**src/rtl/seg_scan_driver.sv**
```systemverilog
// ---------------------------------------------------------------------------
// seg_scan_driver
// Time-multiplexed driver for a 4-digit common-anode 7-segment display.
// Each digit gets a slot of CLK_DIV clocks. The first GUARD clocks of every
// slot keep all anodes off so that segment data settles before the next digit
// lights (this avoids ghosting). New data is captured into a shadow register
// and moved to the display register only on a frame boundary. A frame
// therefore never mixes old and new digits.
//
// Ports
//   clk        : single clock; state changes on its rising edge
//   rst_n      : asynchronous active-low reset
//   load       : capture digits/dp_in/blank this cycle
//   digits     : four hex nibbles, [3:0] is digit 0 (rightmost)
//   dp_in      : decimal point request per digit, 1 = on
//   blank      : digit suppress per digit, 1 = dark
//   seg[0:6]   : segment cathodes a..g, active-low
//   an         : digit anodes, active-low, an[i] selects digit i
//   dp         : decimal point cathode, active-low
//   frame_done : one-cycle pulse on the last cycle of each frame
// ---------------------------------------------------------------------------
module seg_scan_driver #(
  parameter int CLK_DIV = 4,
  parameter int GUARD   = 1
) (
  input  logic        clk,
  input  logic        rst_n,
  input  logic        load,
  input  logic [15:0] digits,
  input  logic [3:0]  dp_in,
  input  logic [3:0]  blank,
  output logic [0:6]  seg,
  output logic [3:0]  an,
  output logic        dp,
  output logic        frame_done
);

  localparam int CW = (CLK_DIV > 1) ? $clog2(CLK_DIV) : 1;

  logic [CW-1:0] r_count;
  logic [1:0]    r_idx;
  logic [15:0]   r_shadowDigits;
  logic [3:0]    r_shadowDp;
  logic [3:0]    r_shadowBlank;
  logic          r_pending;
  logic [15:0]   r_dispDigits;
  logic [3:0]    r_dispDp;
  logic [3:0]    r_dispBlank;

  logic          w_slotTick;
  logic          w_frameDone;
  logic [3:0]    w_nibble;
  logic          w_dark;
  logic [0:6]    w_segDecoded;

  assign w_slotTick  = (r_count == CW'(CLK_DIV - 1));
  assign w_frameDone = w_slotTick && (r_idx == 2'd3);

  // Prescaler and digit index.
  always_ff @(posedge clk or negedge rst_n) begin
    if (!rst_n) begin
      r_count <= '0;
      r_idx   <= 2'd0;
    end else if (w_slotTick) begin
      r_count <= '0;
      r_idx   <= r_idx + 2'd1;
    end else begin
      r_count <= r_count + CW'(1);
    end
  end

  // Shadow/display double buffer. A load on the frame boundary itself goes
  // straight to the display, so nothing is left pending.
  always_ff @(posedge clk or negedge rst_n) begin
    if (!rst_n) begin
      r_shadowDigits <= '0;
      r_shadowDp     <= '0;
      r_shadowBlank  <= '0;
      r_pending      <= 1'b0;
      r_dispDigits   <= '0;
      r_dispDp       <= '0;
      r_dispBlank    <= '0;
    end else begin
      if (load) begin
        r_shadowDigits <= digits;
        r_shadowDp     <= dp_in;
        r_shadowBlank  <= blank;
      end
      if (w_frameDone) begin
        r_pending <= 1'b0;
        if (load) begin
          r_dispDigits <= digits;
          r_dispDp     <= dp_in;
          r_dispBlank  <= blank;
        end else if (r_pending) begin
          r_dispDigits <= r_shadowDigits;
          r_dispDp     <= r_shadowDp;
          r_dispBlank  <= r_shadowBlank;
        end
      end else if (load) begin
        r_pending <= 1'b1;
      end
    end
  end

  assign w_nibble = r_dispDigits[{r_idx, 2'b00} +: 4];

  // Hex to active-low segments, seg[0] = a ... seg[6] = g.
  always_comb begin
    w_segDecoded = 7'b1111111;
    case (w_nibble)
      4'h0: w_segDecoded = 7'b0000001;
      4'h1: w_segDecoded = 7'b1001111;
      4'h2: w_segDecoded = 7'b0010010;
      4'h3: w_segDecoded = 7'b0000110;
      4'h4: w_segDecoded = 7'b1001100;
      4'h5: w_segDecoded = 7'b0100100;
      4'h6: w_segDecoded = 7'b0100000;
      4'h7: w_segDecoded = 7'b0001111;
      4'h8: w_segDecoded = 7'b0000000;
      4'h9: w_segDecoded = 7'b0000100;
      4'hA: w_segDecoded = 7'b0001000;
      4'hB: w_segDecoded = 7'b1100000;
      4'hC: w_segDecoded = 7'b0110001;
      4'hD: w_segDecoded = 7'b1000010;
      4'hE: w_segDecoded = 7'b0110000;
      4'hF: w_segDecoded = 7'b0111000;
      default: w_segDecoded = 7'b1111111;
    endcase
  end

  // rst_n is included so the display is dark during reset even when GUARD = 0.
  assign w_dark = !rst_n || (int'(r_count) < GUARD) || r_dispBlank[r_idx];

  always_comb begin
    an  = 4'b1111;
    seg = 7'b1111111;
    dp  = 1'b1;
    if (!w_dark) begin
      an  = ~(4'b0001 << r_idx);
      seg = w_segDecoded;
      dp  = ~r_dispDp[r_idx];
    end
  end

  assign frame_done = w_frameDone && rst_n;

endmodule

```
**config.mk**
```make
export PLATFORM = sky130hd
export DESIGN_NAME = seg_scan_driver
export DESIGN_NICKNAME = d
export VERILOG_FILES = /design/src/rtl/seg_scan_driver.sv
export SDC_FILE = /design/constraint.sdc
export NUM_CORES = 1
export LEC_CHECK = 0
export BUFFER_PORTS_ARGS = -buffer_cell sky130_fd_sc_hd__buf_4
export CAP_MARGIN = 10
export CELL_PAD_IN_SITES_DETAIL_PLACEMENT = 0
export CELL_PAD_IN_SITES_GLOBAL_PLACEMENT = 1
export CORE_UTILIZATION = 35
export DETAILED_ROUTE_END_ITERATION = 6
export GPL_TIMING_DRIVEN = 1
export PLACE_DENSITY_LB_ADDON = 0.25
export SETUP_SLACK_MARGIN = 0.05
export SLEW_MARGIN = 0
export SYNTH_ARGS = -nofsm -noshare
export SYNTH_HDL_FRONTEND = slang
export SYNTH_SLANG_ARGS = --single-unit
```
**constraint.sdc**
```tcl
create_clock -name clk -period 3.9 [get_ports clk]
set_input_delay 0.78 -clock clk [delete_from_list [all_inputs] [get_ports clk]]
set_output_delay 0.78 -clock clk [all_outputs]
set_load 0.005 [all_outputs]
```
# == After elaboration in Yosys (flattened, before gate mapping) ==
# Memory sizes are Yosys's and may differ from the RTL's.
# Index checks and enable logic that the tools add are counted.
# classes
add_sub_neg,2
magnitude_cmp,2
eq_ne,2
n_shift,2
muxes,16
bitwise_logic,2
n_reduce_logical,8
# op_table
op,n
$mux W16,2
$mux W4,5
$shiftx A16 B5 Y4,1
$mux W7,1
$mux W1,5
$add A2 B1 Y2 const B,2
$bmux W1 S2,2
$eq A2 B2 Y1 const B,2
$not A4 Y4,1
$reduce_bool A2 Y1,2
$shl A1 B2 Y4 const A,1
$lt A2 B3 Y1 const B,1
$logic_and A1 B1 Y1,2
$logic_or A1 B1 Y1,2
$lt A2 B1 Y1 const B,1
$mux W2,1
$reduce_and A2 Y1,1
$logic_not A1 Y1,1
$not A1 Y1,1
# word_totals
reg_bits,53
romBits,112
inputBits,27
out_inout_bits,13
elab_cells,44
memories,1
# memory_table
memory,words,word_bits,rd,rd_clocked_by_memory_dff,write_ports,line,rtl
(name not given),16,7,1,0,0,111,case (w_nibble)

# == Logic depth before layout (Yosys ltp) ==
# Gate-level depths: netlist of run 1.
# depth
word_depth,4
depth_mapped,7
depth_no_buf,6

# == Least setup slack after synthesis of run 1 ==
# OpenSTA, ideal clock, no wires.
# synth_timing
kind,flip-flop to output port
startpoint,reg r_idx[0]
endpoint,out seg[3] (netlist name)
arrival_ns,1.779
t_required_ns,3.120
path_slack_ns,1.341
stages_incl_launch_ff,8
n_path_buf,1
path_cell_list,dfrtp_1 buf_6 mux4_2 inv_1 ha_1 nor2_1 a211oi_1 o21ai_1
# synth_between
elab_chain_len,4
word_cells_on_any_way,6
classes_between,shift: 1; mux: 3; reduce/logical: 1; memory: 1
# synth_rtl
element,line,rtl
start: declaration,41,logic [1:0] r_idx;
start signal: assignment,66,r_idx <= r_idx + 2'd1;
"parallel branches: the longest is 3 deep, another holds $mem_v2 Z16 W7",-,
$mux W7 (*),139,if (!w_dark) begin
end: declaration,32,"output logic [0:6] seg,"
# Every way passes the cells marked *. The select of a mux whose other input is x is not followed.

# == Worst setup path in the final report of run 1 ==
# layout_timing
startpoint,reg r_idx[0]
endpoint,out seg[5] (netlist name)
# Same word-level chain as after synthesis.

==> results of run 1 <==
[cells by family after synthesis]
kind of cell             count (synthesis)  share of synthesized area (%)
adder cells (fa/ha/maj)                 12                          6.067
buffers and inverters                   18                          3.691
flip-flops                              53                          53.59
multiplexers                            55                          27.70
AO/OA/AOI/OAI                           16                          4.449
XOR/XNOR                                 1                         0.3540
AND/OR/NAND/NOR                         19                          4.146
[layout make-up]
type,count,area share [%]
sequential,53,45.30
multi-input combinational,103,36.11
timing repair buffer,41,10.51
tap,96,4.103
clock buffer,7,2.949
inverter,8,1.026
[through the flow]
step	power [mW]	worst slack, ns
finish	1.089	0.4868
global route	1.151	0.2762
CTS	1.107	0.4246
detailed placement	0.7954	0.7363
global placement	0.7942	0.8356
floorplan	0.7288	1.341
[path summary, 6_finish.rpt]
check                                                      to  slack (ns)  cells past startpoint
worst max-delay path                                   seg[5]        0.49                      4
worst min-delay path                     r_count[0]$_DFF_PN0_        0.47                      1
worst max register to register    r_dispDigits[1]$_DFFE_PN0P_        2.03                      4
worst min register to register           r_count[0]$_DFF_PN0_        0.47                      1
max in group asynchronous           r_shadowDp[0]$_DFFE_PN0P_        2.83                      2
min in group asynchronous       r_shadowDigits[4]$_DFFE_PN0P_        0.61                      2
[cells in the mapped netlist (all sizes together)]
cell	instances
a211o	1
a211oi	2
a21oi	4
and2b	2
and3	1
buf	7
clkbuf	3
dfrtp	53
ha	12
inv	8
mux2	48
mux2i	1
mux4	6
nand2	7
nand2b	1
nand3	2
nor2	4
nor3b	1
o211ai	1
o21ai	3
o221ai	4
o2bb2ai	1
or2	1
xor2	1
[cell usage in the layout, fill, tap and decap left out]
cell / Yosys / layout
sky130_fd_sc_hd__o221ai_1: 4 / 4
sky130_fd_sc_hd__mux4_2: 6 / 6
sky130_fd_sc_hd__and3_1: 1 / 1
sky130_fd_sc_hd__nand3_2: 1 / 1
sky130_fd_sc_hd__dfrtp_1: 53 / 53
sky130_fd_sc_hd__mux2_2: 48 / 48
sky130_fd_sc_hd__or2_1: 1 / 1
sky130_fd_sc_hd__a21oi_1: 4 / 4
sky130_fd_sc_hd__buf_4: 1 / 41
sky130_fd_sc_hd__a211oi_1: 2 / 2
sky130_fd_sc_hd__nand3_1: 1 / 1
sky130_fd_sc_hd__nor3b_2: 1 / 1
sky130_fd_sc_hd__o211ai_1: 1 / 1
sky130_fd_sc_hd__nand2b_1: 1 / 1
sky130_fd_sc_hd__o21ai_0: 1 / 1
sky130_fd_sc_hd__xor2_1: 1 / 1
sky130_fd_sc_hd__inv_1: 8 / 8
sky130_fd_sc_hd__mux2i_1: 1 / 1
sky130_fd_sc_hd__and2b_1: 2 / 2
sky130_fd_sc_hd__nor2_1: 4 / 4
sky130_fd_sc_hd__clkbuf_1: 3 / 1
sky130_fd_sc_hd__o2bb2ai_1: 1 / 1
sky130_fd_sc_hd__o21ai_1: 2 / 2
sky130_fd_sc_hd__a211o_1: 1 / 1
sky130_fd_sc_hd__nand2_1: 7 / 7
sky130_fd_sc_hd__clkbuf_8: 0 / 6
sky130_fd_sc_hd__ha_1: 12 / 12
[worst register-to-register path, delay by kind of cell (launching register included)]
kind	cells	cell delay, ns
fa+ha+maj	1	0.36
flops	1	0.59
mux	1	0.39
buf+inv	1	0.33
compound gates	1	0.09
[state kept, by name (all words and copies together), names as in the netlist]
signal	flops
r_dispDigits	16
r_shadowDigits	16
r_pending	1
r_shadowDp	4
r_dispDp	4
r_count	2
r_dispBlank	4
r_shadowBlank	4
r_idx	2
[layer usage]
metal  part of all wire (%)  vias up  track usage, %
met5                      0        -               0
met4                    2.1        0           5.909
met3                    3.2        7           2.021
met2                     47       26           20.63
met1                     48      743           17.01
li1                       -      692               -
[report_power, final]
part	leakage, nW	switching [mW]	internal (mW)
Combinational	0.619	0.0730	0.0913
Sequential	0.625	0.0172	0.599
Clock	0.0443	0.167	0.141
==> impl_metrics.xml, run 1 <==
<?xml version="1.0" encoding="UTF-8"?>
<metrics>
  <group name="worst_setup_path">
    <metric name="timing.critical_path.slowest_stage_cell" unit="">sky130_fd_sc_hd__dfrtp_1</metric>
    <metric name="worst_path_largest_cell_delay" unit="ns">0.71</metric>
    <metric name="critPathArrivalTime" unit="ns">2.63</metric>
    <metric name="critPathBufInv" unit="">1</metric>
    <metric name="worstPathCellList" unit="">mux4_2 &gt; nor3b_2 &gt; o221ai_1 &gt; buf_4</metric>
    <metric name="critPathCaptureType" unit="">primary output</metric>
    <metric name="startpoint_type" unit="">flip-flop</metric>
    <metric name="cpLargestDelayFamily" unit="">flip-flops</metric>
    <metric name="critPathMaxFanout" unit="">12</metric>
    <metric name="critical_path_required" unit="ns">3.12</metric>
    <metric name="beginning_of_the_worst_register_to_register_path" unit="">r_idx[0]$_DFFE_PN0N_</metric>
    <metric name="crit_path_start" unit="">r_idx[0]$_DFFE_PN0N_</metric>
    <metric name="timing.setup.critical_path_class" unit="">flip-flop to primary output</metric>
  </group>
  <group name="global_routing">
    <metric name="grt_usage" unit="%">12.81</metric>
    <metric name="total_grt_overflow" unit="">0</metric>
    <metric name="number_of_global_route_vias_before_repair" unit="">1510</metric>
    <metric name="global_route_wire_length_before_repair" unit="um">7245</metric>
    <metric name="grt_start_max_net_pins" unit="">55</metric>
    <metric name="grt_antenna_before_repair" unit="">0</metric>
  </group>
  <group name="min_path">
    <metric name="min_path_type" unit="">flip-flop to flip-flop</metric>
    <metric name="hold_path_startpoint" unit="">r_count[0]$_DFF_PN0_</metric>
  </group>
  <group name="clock_tree">
    <metric name="tritoncts" unit="">built</metric>
    <metric name="cts.repair_timing.setup_buffer_count" unit="">0</metric>
    <metric name="clock_sinks" unit="">53</metric>
    <metric name="postCtsResizedCells" unit="">0</metric>
    <metric name="cts_hold_repair.buffers" unit="">0</metric>
    <metric name="cts.clk_slew.worst_paths" unit="ns">0.09</metric>
    <metric name="cts_max_path_buffers" unit="">2</metric>
    <metric name="htree_levels" unit="">2</metric>
    <metric name="skew_pair_late_insertion_delay" unit="ns">0.30</metric>
    <metric name="cts_inserted_buffers" unit="">5</metric>
    <metric name="clk_root_buf" unit="">sky130_fd_sc_hd__clkbuf_8</metric>
  </group>
  <group name="logic_synthesis">
    <metric name="main_area_contributors_after_synthesis" unit="">sky130_fd_sc_hd__dfrtp_1, sky130_fd_sc_hd__mux2_2, sky130_fd_sc_hd__ha_1</metric>
    <metric name="synth_top_area_share" unit="%">53.59</metric>
    <metric name="synth_cell_type_count" unit="">28</metric>
    <metric name="synth_nets" unit="">213</metric>
    <metric name="synth-warning-count" unit="">0</metric>
    <metric name="yosys.area.top_type" unit="">sky130_fd_sc_hd__dfrtp_1</metric>
    <metric name="ys_seq_elements" unit="">53</metric>
    <metric name="mappedNetlistArea" unit="mm2">0.002475</metric>
    <metric name="yosysSeqAreaShare" unit="%">53.59</metric>
    <metric name="synth.avg_cell_area" unit="um2">14.22</metric>
    <metric name="synth_cells" unit="">174</metric>
  </group>
  <group name="sta">
    <metric name="final.min_clock_period" unit="ns">3.413</metric>
    <metric name="fin_setup_tns" unit="ns">0</metric>
    <metric name="hold_viol_final" unit="">0</metric>
    <metric name="worst-slew-pin-transition" unit="ns">0.6767</metric>
    <metric name="report.final.setup_viol" unit="">0</metric>
    <metric name="finalClockSkew" unit="ns">0.005825</metric>
    <metric name="worst_hold_slack_across_all_endpoints" unit="ns">0.4654</metric>
    <metric name="grt_setup_unrepaired" unit="">no</metric>
    <metric name="slew_violations" unit="">0</metric>
    <metric name="period_utilization_post_route" unit="%">87.52</metric>
    <metric name="slew_headroom" unit="%">54.89</metric>
    <metric name="fmaxAchievable" unit="GHz">0.2930</metric>
  </group>
  <group name="placed_design">
    <metric name="dpl-instance-area" unit="mm2">0.002841</metric>
    <metric name="numPlacedInstances" unit="">301</metric>
    <metric name="buffer_ports.inserted" unit="">39</metric>
    <metric name="hpwlAfterDp" unit="um">2930</metric>
    <metric name="gpl.final_weighted_congestion" unit="">0.7467</metric>
  </group>
  <group name="floorplan">
    <metric name="dieWidth" unit="um">86.09</metric>
    <metric name="rows" unit="">30</metric>
    <metric name="initial_utilization" unit="%">36.43</metric>
    <metric name="die_area" unit="mm2">0.007411</metric>
    <metric name="io_pins" unit="">40</metric>
    <metric name="die-height" unit="um">86.09</metric>
    <metric name="fp.coreArea" unit="mm2">0.006794</metric>
  </group>
  <group name="final_layout">
    <metric name="area.sequential" unit="mm2">0.001326</metric>
    <metric name="design_area" unit="mm2">0.002928</metric>
    <metric name="final-instance-count-excl-fill" unit="">308</metric>
    <metric name="post-route-util" unit="%">43.09</metric>
    <metric name="total_of_fill_cells_in_the_finished_design" unit="">657</metric>
    <metric name="area_growth" unit="%">18.30</metric>
    <metric name="total_nets_final" unit="">251</metric>
    <metric name="multi_input_area" unit="mm2">0.001057</metric>
    <metric name="antennaDiodeCount" unit="">0</metric>
    <metric name="drive_gt1_share" unit="%">48.58</metric>
  </group>
  <group name="route">
    <metric name="drt-initial-drc-count" unit="">46</metric>
    <metric name="drt_pass1_iterations" unit="">4</metric>
    <metric name="postRouteWirelength" unit="um">4189</metric>
    <metric name="detail-route-antenna-nets" unit="">0</metric>
    <metric name="via_count" unit="">1468</metric>
    <metric name="routed_via_density" unit="">4.766</metric>
    <metric name="routed_wire_length_per_instance" unit="um">13.60</metric>
    <metric name="route.detailed.drc" unit="">0</metric>
  </group>
  <group name="job">
    <metric name="drv_cap" unit="">0</metric>
  </group>
  <group name="outcome">
    <metric name="outcome" unit="">complete, no violations</metric>
  </group>
  <group name="power">
    <metric name="power_per_standard_cell_area" unit="mW/mm2">371.8</metric>
    <metric name="vdd.ir_drop.worst" unit="mV">0.1706</metric>
    <metric name="power_leakage" unit="nW">1.288</metric>
  </group>
</metrics>
Note: power is estimated with default switching activity, not from simulation.
==> run 2: changes to the inputs <==
- ABC_AREA: not set -> 1
==> impl_metrics.xml, run 2 <==
<?xml version="1.0" encoding="UTF-8"?>
<metrics>
  <group name="outcome">
    <metric name="outcome" unit="">complete, no violations</metric>
  </group>
  <group name="sta">
    <metric name="final.min_clock_period" unit="ns">3.149</metric>
    <metric name="fmaxAchievable" unit="GHz">0.3176</metric>
    <metric name="grt_setup_unrepaired" unit="">no</metric>
    <metric name="fin_setup_tns" unit="ns">0</metric>
    <metric name="slew_headroom" unit="%">45.27</metric>
    <metric name="post-route-worst-setup-slack" unit="ns">0.7510</metric>
    <metric name="finalClockSkew" unit="ns">0.01165</metric>
    <metric name="hold_viol_final" unit="">0</metric>
    <metric name="slew_violations" unit="">0</metric>
    <metric name="worst-slew-pin-transition" unit="ns">0.8200</metric>
    <metric name="report.final.setup_viol" unit="">0</metric>
    <metric name="period_utilization_post_route" unit="%">80.74</metric>
  </group>
  <group name="power">
    <metric name="power_per_standard_cell_area" unit="mW/mm2">360.1</metric>
    <metric name="power.share.sequential" unit="%">55.9</metric>
    <metric name="netSwitchingPower" unit="mW">0.2905</metric>
    <metric name="vdd.ir_drop.worst" unit="mV">0.2027</metric>
    <metric name="power_leakage" unit="nW">1.547</metric>
    <metric name="power.internal" unit="mW">0.8040</metric>
    <metric name="power_frac_clock" unit="%">28.9</metric>
    <metric name="power.combinational.fraction" unit="%">15.2</metric>
    <metric name="power.switching_fraction" unit="%">26.54</metric>
    <metric name="fin_total_pwr" unit="mW">1.094</metric>
  </group>
  <group name="logic_synthesis">
    <metric name="synth.avg_cell_area" unit="um2">8.388</metric>
    <metric name="synthesized_area_fraction_occupied_by_xor_and_xnor_cells" unit="%">0.3357</metric>
    <metric name="synth_compound_area_share" unit="%">7.338</metric>
    <metric name="synth_top_family_by_area" unit="">simple AND/OR/NAND/NOR gates</metric>
    <metric name="synth_top_area_share" unit="%">50.84</metric>
    <metric name="ys_seq_elements" unit="">53</metric>
    <metric name="synth-warning-count" unit="">0</metric>
    <metric name="yosys.area.top_type" unit="">sky130_fd_sc_hd__dfrtp_1</metric>
    <metric name="synth_simple_gate_area_share" unit="%">29.78</metric>
    <metric name="async_reset_ff_share" unit="%">100.0</metric>
    <metric name="yosys-top-cells-count" unit="">sky130_fd_sc_hd__nand2_1, sky130_fd_sc_hd__dfrtp_1, sky130_fd_sc_hd__nor2_1</metric>
    <metric name="main_area_contributors_after_synthesis" unit="">sky130_fd_sc_hd__dfrtp_1, sky130_fd_sc_hd__nand2_1, sky130_fd_sc_hd__ha_1</metric>
    <metric name="mappedNetlistArea" unit="mm2">0.002609</metric>
    <metric name="synthMostInstantiatedCell" unit="">sky130_fd_sc_hd__nand2_1</metric>
    <metric name="yosysSeqAreaShare" unit="%">50.84</metric>
    <metric name="synth_cells" unit="">311</metric>
    <metric name="postSynth.topFlopCell" unit="">sky130_fd_sc_hd__dfrtp_1</metric>
    <metric name="portion_of_netlist_area_occupied_by_mux_cells" unit="%">0</metric>
    <metric name="synth_nets" unit="">350</metric>
    <metric name="synthAdderAreaFrac" unit="%">5.755</metric>
    <metric name="synth_edf_count" unit="">0</metric>
    <metric name="synth_cell_type_count" unit="">22</metric>
  </group>
  <group name="global_routing">
    <metric name="grt_usage" unit="%">15.50</metric>
    <metric name="grt_antenna_before_repair" unit="">0</metric>
    <metric name="global_route_wire_length_before_repair" unit="um">9384</metric>
    <metric name="total_grt_overflow" unit="">0</metric>
    <metric name="number_of_global_route_vias_before_repair" unit="">1975</metric>
    <metric name="grt_start_max_net_pins" unit="">54</metric>
  </group>
  <group name="final_layout">
    <metric name="total_nets_final" unit="">386</metric>
    <metric name="design_area" unit="mm2">0.003039</metric>
    <metric name="post-route-util" unit="%">42.13</metric>
    <metric name="largestRegisters" unit="">r_dispDigits: 16 flops, r_shadowDigits: 16 flops</metric>
    <metric name="drive_gt1_share" unit="%">18.44</metric>
    <metric name="total_of_fill_cells_in_the_finished_design" unit="">787</metric>
    <metric name="mostFrequentLayoutCells" unit="">sky130_fd_sc_hd__nand2_1, sky130_fd_sc_hd__dfrtp_1, sky130_fd_sc_hd__buf_4</metric>
    <metric name="most_common_cell_after_layout_fill_and_taps_aside" unit="">sky130_fd_sc_hd__nand2_1</metric>
    <metric name="antennaDiodeCount" unit="">0</metric>
    <metric name="area_growth" unit="%">16.50</metric>
  </group>
  <group name="worst_setup_path">
    <metric name="startpoint_type" unit="">flip-flop</metric>
    <metric name="critPathMaxFanout" unit="">17</metric>
    <metric name="critical_path_required" unit="ns">3.12</metric>
    <metric name="timing.setup.critical_path_class" unit="">flip-flop to primary output</metric>
    <metric name="critPathArrivalTime" unit="ns">2.37</metric>
    <metric name="critPathCaptureType" unit="">primary output</metric>
  </group>
  <group name="clock_tree">
    <metric name="cts_hold_repair.buffers" unit="">0</metric>
    <metric name="cts_max_path_buffers" unit="">2</metric>
    <metric name="clock_sinks" unit="">53</metric>
    <metric name="skew_pair_late_insertion_delay" unit="ns">0.30</metric>
    <metric name="postCtsResizedCells" unit="">0</metric>
    <metric name="cts.repair_timing.setup_buffer_count" unit="">0</metric>
    <metric name="cts_inserted_buffers" unit="">5</metric>
    <metric name="htree_levels" unit="">2</metric>
    <metric name="clk_root_buf" unit="">sky130_fd_sc_hd__clkbuf_8</metric>
    <metric name="tritoncts" unit="">built</metric>
    <metric name="cts.clk_slew.worst_paths" unit="ns">0.08</metric>
  </group>
  <group name="placed_design">
    <metric name="hpwlAfterDp" unit="um">3742</metric>
    <metric name="gpl.final_weighted_congestion" unit="">0.8155</metric>
    <metric name="dpl-instance-area" unit="mm2">0.002949</metric>
    <metric name="dpl_worst_slack" unit="ns">1.089</metric>
    <metric name="buffer_ports.inserted" unit="">39</metric>
  </group>
  <group name="route">
    <metric name="detail-route-antenna-nets" unit="">0</metric>
    <metric name="via_count" unit="">2015</metric>
    <metric name="postRouteWirelength" unit="um">5349</metric>
    <metric name="drt-initial-drc-count" unit="">89</metric>
    <metric name="drt_pass1_iterations" unit="">4</metric>
    <metric name="routed_via_density" unit="">4.518</metric>
    <metric name="route.detailed.drc" unit="">0</metric>
    <metric name="routed_wire_length_per_instance" unit="um">11.99</metric>
  </group>
  <group name="floorplan">
    <metric name="rows" unit="">31</metric>
    <metric name="fp.coreArea" unit="mm2">0.007214</metric>
    <metric name="initial_utilization" unit="%">36.16</metric>
    <metric name="die_area" unit="mm2">0.007803</metric>
    <metric name="die-height" unit="um">88.34</metric>
    <metric name="io_pins" unit="">40</metric>
    <metric name="dieWidth" unit="um">88.34</metric>
  </group>
  <group name="job">
    <metric name="drv_cap" unit="">0</metric>
  </group>
  <group name="min_path">
    <metric name="min_path_type" unit="">flip-flop to flip-flop</metric>
  </group>
</metrics>
run 2: cell count changes in the layout (fill, tap and decap cells not counted), moves of 5 or more:
cell	delta
sky130_fd_sc_hd__inv_1	+5
sky130_fd_sc_hd__nand3_1	+17
sky130_fd_sc_hd__nand2_1	+120
sky130_fd_sc_hd__mux4_2	-6
sky130_fd_sc_hd__a31oi_1	+19
sky130_fd_sc_hd__mux2_2	-48
sky130_fd_sc_hd__nor2_1	+24
run 2: kinds of logic after synthesis:
| logic type | after synthesis |
|---|---|
| buffers and inverters | 29 |
| DFF | 53 |
| xor gates and xnor gates | 1 |
| adders and majority gates | 12 |
| AOI/OAI and AO/OA | 32 |
| and+or+nand+nor | 184 |
run 2: metal layers:
layer  wire length [um]  GRT usage, %  part of all wire [%]
met5                  0             0                     0
met1               2801         22.23                    52
met3                194         3.172                   3.6
met4                107         5.132                   2.0
met2               2245         23.43                    42
run 2: power groups by stage:
stage | Combinational, mW | Sequential, mW | Clock (mW)
floorplan | 0.104 | 0.616 | 0
global placement | 0.168 | 0.623 | 0
detailed placement | 0.170 | 0.623 | 0
CTS | 0.170 | 0.612 | 0.325
global route | 0.195 | 0.618 | 0.346
finish | 0.166 | 0.612 | 0.317
run 2: layout make-up:
type / count / area (um2) / share of cell area, %
Clock buffer: 6 / 82.58 / 2.717
Clock inverter: 1 / 7.507 / 0.2470
Sequential cell: 53 / 1326 / 43.64
Tap cell: 99 / 123.9 / 4.076
Timing Repair Buffer: 41 / 307.8 / 10.13
Inverter: 17 / 63.81 / 2.100
Multi-Input combinational cell: 229 / 1127 / 37.09
run 2: worst max-delay path, cell delays in order, from the launching register on:
cell	delay, ns
sky130_fd_sc_hd__dfrtp_1	0.71
sky130_fd_sc_hd__inv_2	0.23
sky130_fd_sc_hd__nand2_1	0.11
sky130_fd_sc_hd__nand3_1	0.07
sky130_fd_sc_hd__nand2_1	0.20
sky130_fd_sc_hd__inv_1	0.11
sky130_fd_sc_hd__ha_1	0.21
sky130_fd_sc_hd__nand3_1	0.12
sky130_fd_sc_hd__nand2_1	0.07
sky130_fd_sc_hd__nand2_1	0.05
sky130_fd_sc_hd__nand3_1	0.06
sky130_fd_sc_hd__buf_4	0.14
run 2: final timing paths:
check	startpoint	depth (start not counted)	to	slack, ns
max	r_idx[0]$_DFFE_PN0N_	11	seg[3]	0.75
min	r_count[0]$_DFF_PN0_	1	r_count[0]$_DFF_PN0_	0.46
max reg2reg	r_idx[0]$_DFFE_PN0N_	6	r_dispDigits[4]$_DFFE_PN0P_	1.97
min reg2reg	r_count[0]$_DFF_PN0_	1	r_count[0]$_DFF_PN0_	0.46
max in group asynchronous	rst_n	2	r_shadowDigits[2]$_DFFE_PN0P_	2.85
min in group asynchronous	rst_n	2	r_shadowDigits[0]$_DFFE_PN0P_	0.60
run 2: per-stage QoR:
stage,hold WS [ns],cells
after floorplan,0.4322,311
after global placement,0.4451,439
after detailed placement,0.4516,439
after CTS,0.4614,446
after global routing,0.4946,446
final,0.4566,446
==> run 3: changes to the inputs <==
- clock period: 3.9 -> 2.97 ns (I/O delays scaled with it)
==> impl_metrics.xml, run 3 (synthesis results as in run 2) <==
<?xml version="1.0" encoding="UTF-8"?>
<metrics>
  <group name="placed_design">
    <metric name="buffer_ports.inserted" unit="">39</metric>
    <metric name="dpl_worst_slack" unit="ns">0.6084</metric>
    <metric name="hpwlAfterDp" unit="um">3776</metric>
    <metric name="gpl.final_weighted_congestion" unit="">0.7683</metric>
  </group>
  <group name="route">
    <metric name="postRouteWirelength" unit="um">5317</metric>
    <metric name="via_count" unit="">2040</metric>
    <metric name="route.detailed.drc" unit="">0</metric>
    <metric name="routed_via_density" unit="">4.554</metric>
    <metric name="drt-initial-drc-count" unit="">84</metric>
    <metric name="drt_pass1_iterations" unit="">4</metric>
    <metric name="detail-route-antenna-nets" unit="">0</metric>
    <metric name="routed_wire_length_per_instance" unit="um">11.87</metric>
  </group>
  <group name="final_layout">
    <metric name="area_growth" unit="%">16.64</metric>
    <metric name="post-route-util" unit="%">42.18</metric>
    <metric name="largestRegisters" unit="">r_dispDigits: 16 flops, r_shadowDigits: 16 flops</metric>
    <metric name="drive_gt1_share" unit="%">18.62</metric>
    <metric name="most_common_cell_after_layout_fill_and_taps_aside" unit="">sky130_fd_sc_hd__nand2_1</metric>
    <metric name="total_nets_final" unit="">387</metric>
    <metric name="antennaDiodeCount" unit="">0</metric>
    <metric name="mostFrequentLayoutCells" unit="">sky130_fd_sc_hd__nand2_1, sky130_fd_sc_hd__dfrtp_1, sky130_fd_sc_hd__buf_4</metric>
  </group>
  <group name="sta">
    <metric name="post-route-worst-setup-slack" unit="ns">0.2659</metric>
    <metric name="fin_setup_tns" unit="ns">0</metric>
    <metric name="hold_viol_final" unit="">0</metric>
    <metric name="report.final.setup_viol" unit="">0</metric>
    <metric name="final.min_clock_period" unit="ns">2.704</metric>
    <metric name="grt_setup_unrepaired" unit="">no</metric>
    <metric name="finalClockSkew" unit="ns">0.006230</metric>
    <metric name="slew_violations" unit="">0</metric>
    <metric name="fmaxAchievable" unit="GHz">0.3698</metric>
    <metric name="slew_headroom" unit="%">46.28</metric>
    <metric name="period_utilization_post_route" unit="%">91.05</metric>
    <metric name="worst-slew-pin-transition" unit="ns">0.8049</metric>
    <metric name="worst_hold_slack_across_all_endpoints" unit="ns">0.4092</metric>
  </group>
  <group name="clock_tree">
    <metric name="postCtsResizedCells" unit="">0</metric>
    <metric name="htree_levels" unit="">2</metric>
    <metric name="cts_max_path_buffers" unit="">2</metric>
    <metric name="cts.repair_timing.setup_buffer_count" unit="">0</metric>
    <metric name="cts.clk_slew.worst_paths" unit="ns">0.09</metric>
    <metric name="cts_inserted_buffers" unit="">5</metric>
    <metric name="cts_hold_repair.buffers" unit="">0</metric>
    <metric name="clk_root_buf" unit="">sky130_fd_sc_hd__clkbuf_8</metric>
    <metric name="clock_sinks" unit="">53</metric>
    <metric name="skew_pair_late_insertion_delay" unit="ns">0.30</metric>
    <metric name="tritoncts" unit="">built</metric>
  </group>
  <group name="global_routing">
    <metric name="grt_antenna_before_repair" unit="">0</metric>
    <metric name="number_of_global_route_vias_before_repair" unit="">1918</metric>
    <metric name="total_grt_overflow" unit="">0</metric>
    <metric name="global_route_wire_length_before_repair" unit="um">8997</metric>
    <metric name="grt_usage" unit="%">14.85</metric>
    <metric name="grt_start_max_net_pins" unit="">54</metric>
  </group>
  <group name="worst_setup_path">
    <metric name="ff2ff_setup_slack" unit="ns">1.21</metric>
    <metric name="critical_path.reg2reg.endpoint" unit="">r_dispDigits[15]$_DFFE_PN0P_</metric>
    <metric name="critPathArrivalTime" unit="ns">2.11</metric>
    <metric name="startpoint_type" unit="">flip-flop</metric>
    <metric name="r2r_cells" unit="">6</metric>
    <metric name="critPathMaxFanout" unit="">9</metric>
    <metric name="critical_path_required" unit="ns">2.38</metric>
    <metric name="beginning_of_the_worst_register_to_register_path" unit="">r_idx[1]$_DFFE_PN0N_</metric>
    <metric name="timing.setup.critical_path_class" unit="">flip-flop to primary output</metric>
    <metric name="critPathCaptureType" unit="">primary output</metric>
  </group>
  <group name="floorplan">
    <metric name="die-height" unit="um">88.34</metric>
    <metric name="io_pins" unit="">40</metric>
    <metric name="die_area" unit="mm2">0.007803</metric>
    <metric name="rows" unit="">31</metric>
    <metric name="initial_utilization" unit="%">36.16</metric>
    <metric name="dieWidth" unit="um">88.34</metric>
    <metric name="fp.coreArea" unit="mm2">0.007214</metric>
  </group>
  <group name="job">
    <metric name="drv_cap" unit="">0</metric>
  </group>
  <group name="outcome">
    <metric name="outcome" unit="">complete, no violations</metric>
  </group>
  <group name="power">
    <metric name="power_leakage" unit="nW">1.554</metric>
    <metric name="power_per_standard_cell_area" unit="mW/mm2">467.8</metric>
    <metric name="vdd.ir_drop.worst" unit="mV">0.2590</metric>
  </group>
  <group name="min_path">
    <metric name="min_path_type" unit="">input pin to async pin</metric>
  </group>
</metrics>
==> run 3: changes by cell type in the layout (fill, tap and decap cells not counted) <==
cell                         delta
sky130_fd_sc_hd__buf_4          +1
sky130_fd_sc_hd__clkbuf_1       +1
sky130_fd_sc_hd__clkbuf_8       -1
sky130_fd_sc_hd__clkinv_2       +1
sky130_fd_sc_hd__clkinvlp_4     -1
sky130_fd_sc_hd__inv_6          +1
==> run 3: through the flow <==
stage          std cells  power, mW  area, um2
6_report             448      1.423       3043
3_3_place_gp         440      1.039       2957
4_1_cts              448      1.442       3043
3_5_place_dp         440      1.041       2957
5_1_grt              448      1.507       3043
2_1_floorplan        311     0.9461       2609
==> run 3: cell type report <==
cell class | count | area, um2
multi-input combinational | 229 | 1127
tap | 99 | 123.9
inverter | 17 | 63.81
fill | 792 | 4172
clock inverter | 2 | 13.76
sequential | 53 | 1326
timing repair buffer | 42 | 315.3
clock buffer | 6 | 72.57
==> run 3: how the worst max path moves through the flow <==
| stage | from | endpoint | slack, ns |
|---|---|---|---|
| 2_1_floorplan | r_idx[0]$_DFFE_PN0N_ | seg[3] | 0.91 |
| 3_3_place_gp | r_idx[1]$_DFFE_PN0N_ | seg[0] | 0.69 |
| 3_5_place_dp | r_idx[1]$_DFFE_PN0N_ | seg[0] | 0.61 |
| 4_1_cts | r_idx[1]$_DFFE_PN0N_ | seg[0] | 0.27 |
| 5_1_grt | r_idx[1]$_DFFE_PN0N_ | seg[5] | 0.05 |
| 6_report | r_idx[1]$_DFFE_PN0N_ | seg[3] | 0.27 |
==> run 3: power breakdown <==
part / internal [mW] / switching, mW
logic: 0.0920 / 0.126
registers: 0.779 / 0.0235
clock network: 0.169 / 0.234
total: 1.04 / 0.384
==> run 3: critical path, stage by stage, from the launching register on <==
cell	delay (ns)
sky130_fd_sc_hd__dfrtp_1	0.52
sky130_fd_sc_hd__inv_2	0.22
sky130_fd_sc_hd__nand3_1	0.09
sky130_fd_sc_hd__nand2_1	0.19
sky130_fd_sc_hd__inv_1	0.12
sky130_fd_sc_hd__ha_1	0.21
sky130_fd_sc_hd__nand3_1	0.13
sky130_fd_sc_hd__nand2_1	0.07
sky130_fd_sc_hd__nand2_1	0.05
sky130_fd_sc_hd__nand3_1	0.06
sky130_fd_sc_hd__buf_4	0.14
==> run 3: layer usage <==
layer / vias to the layer above / share of wire [%] / track usage [%]
met5: - / 0 / 0
met4: 0 / 0.87 / 3.519
met3: 5 / 3.3 / 2.519
met2: 34 / 45 / 23.71
met1: 934 / 51 / 21.14
li1: 1067 / - / -
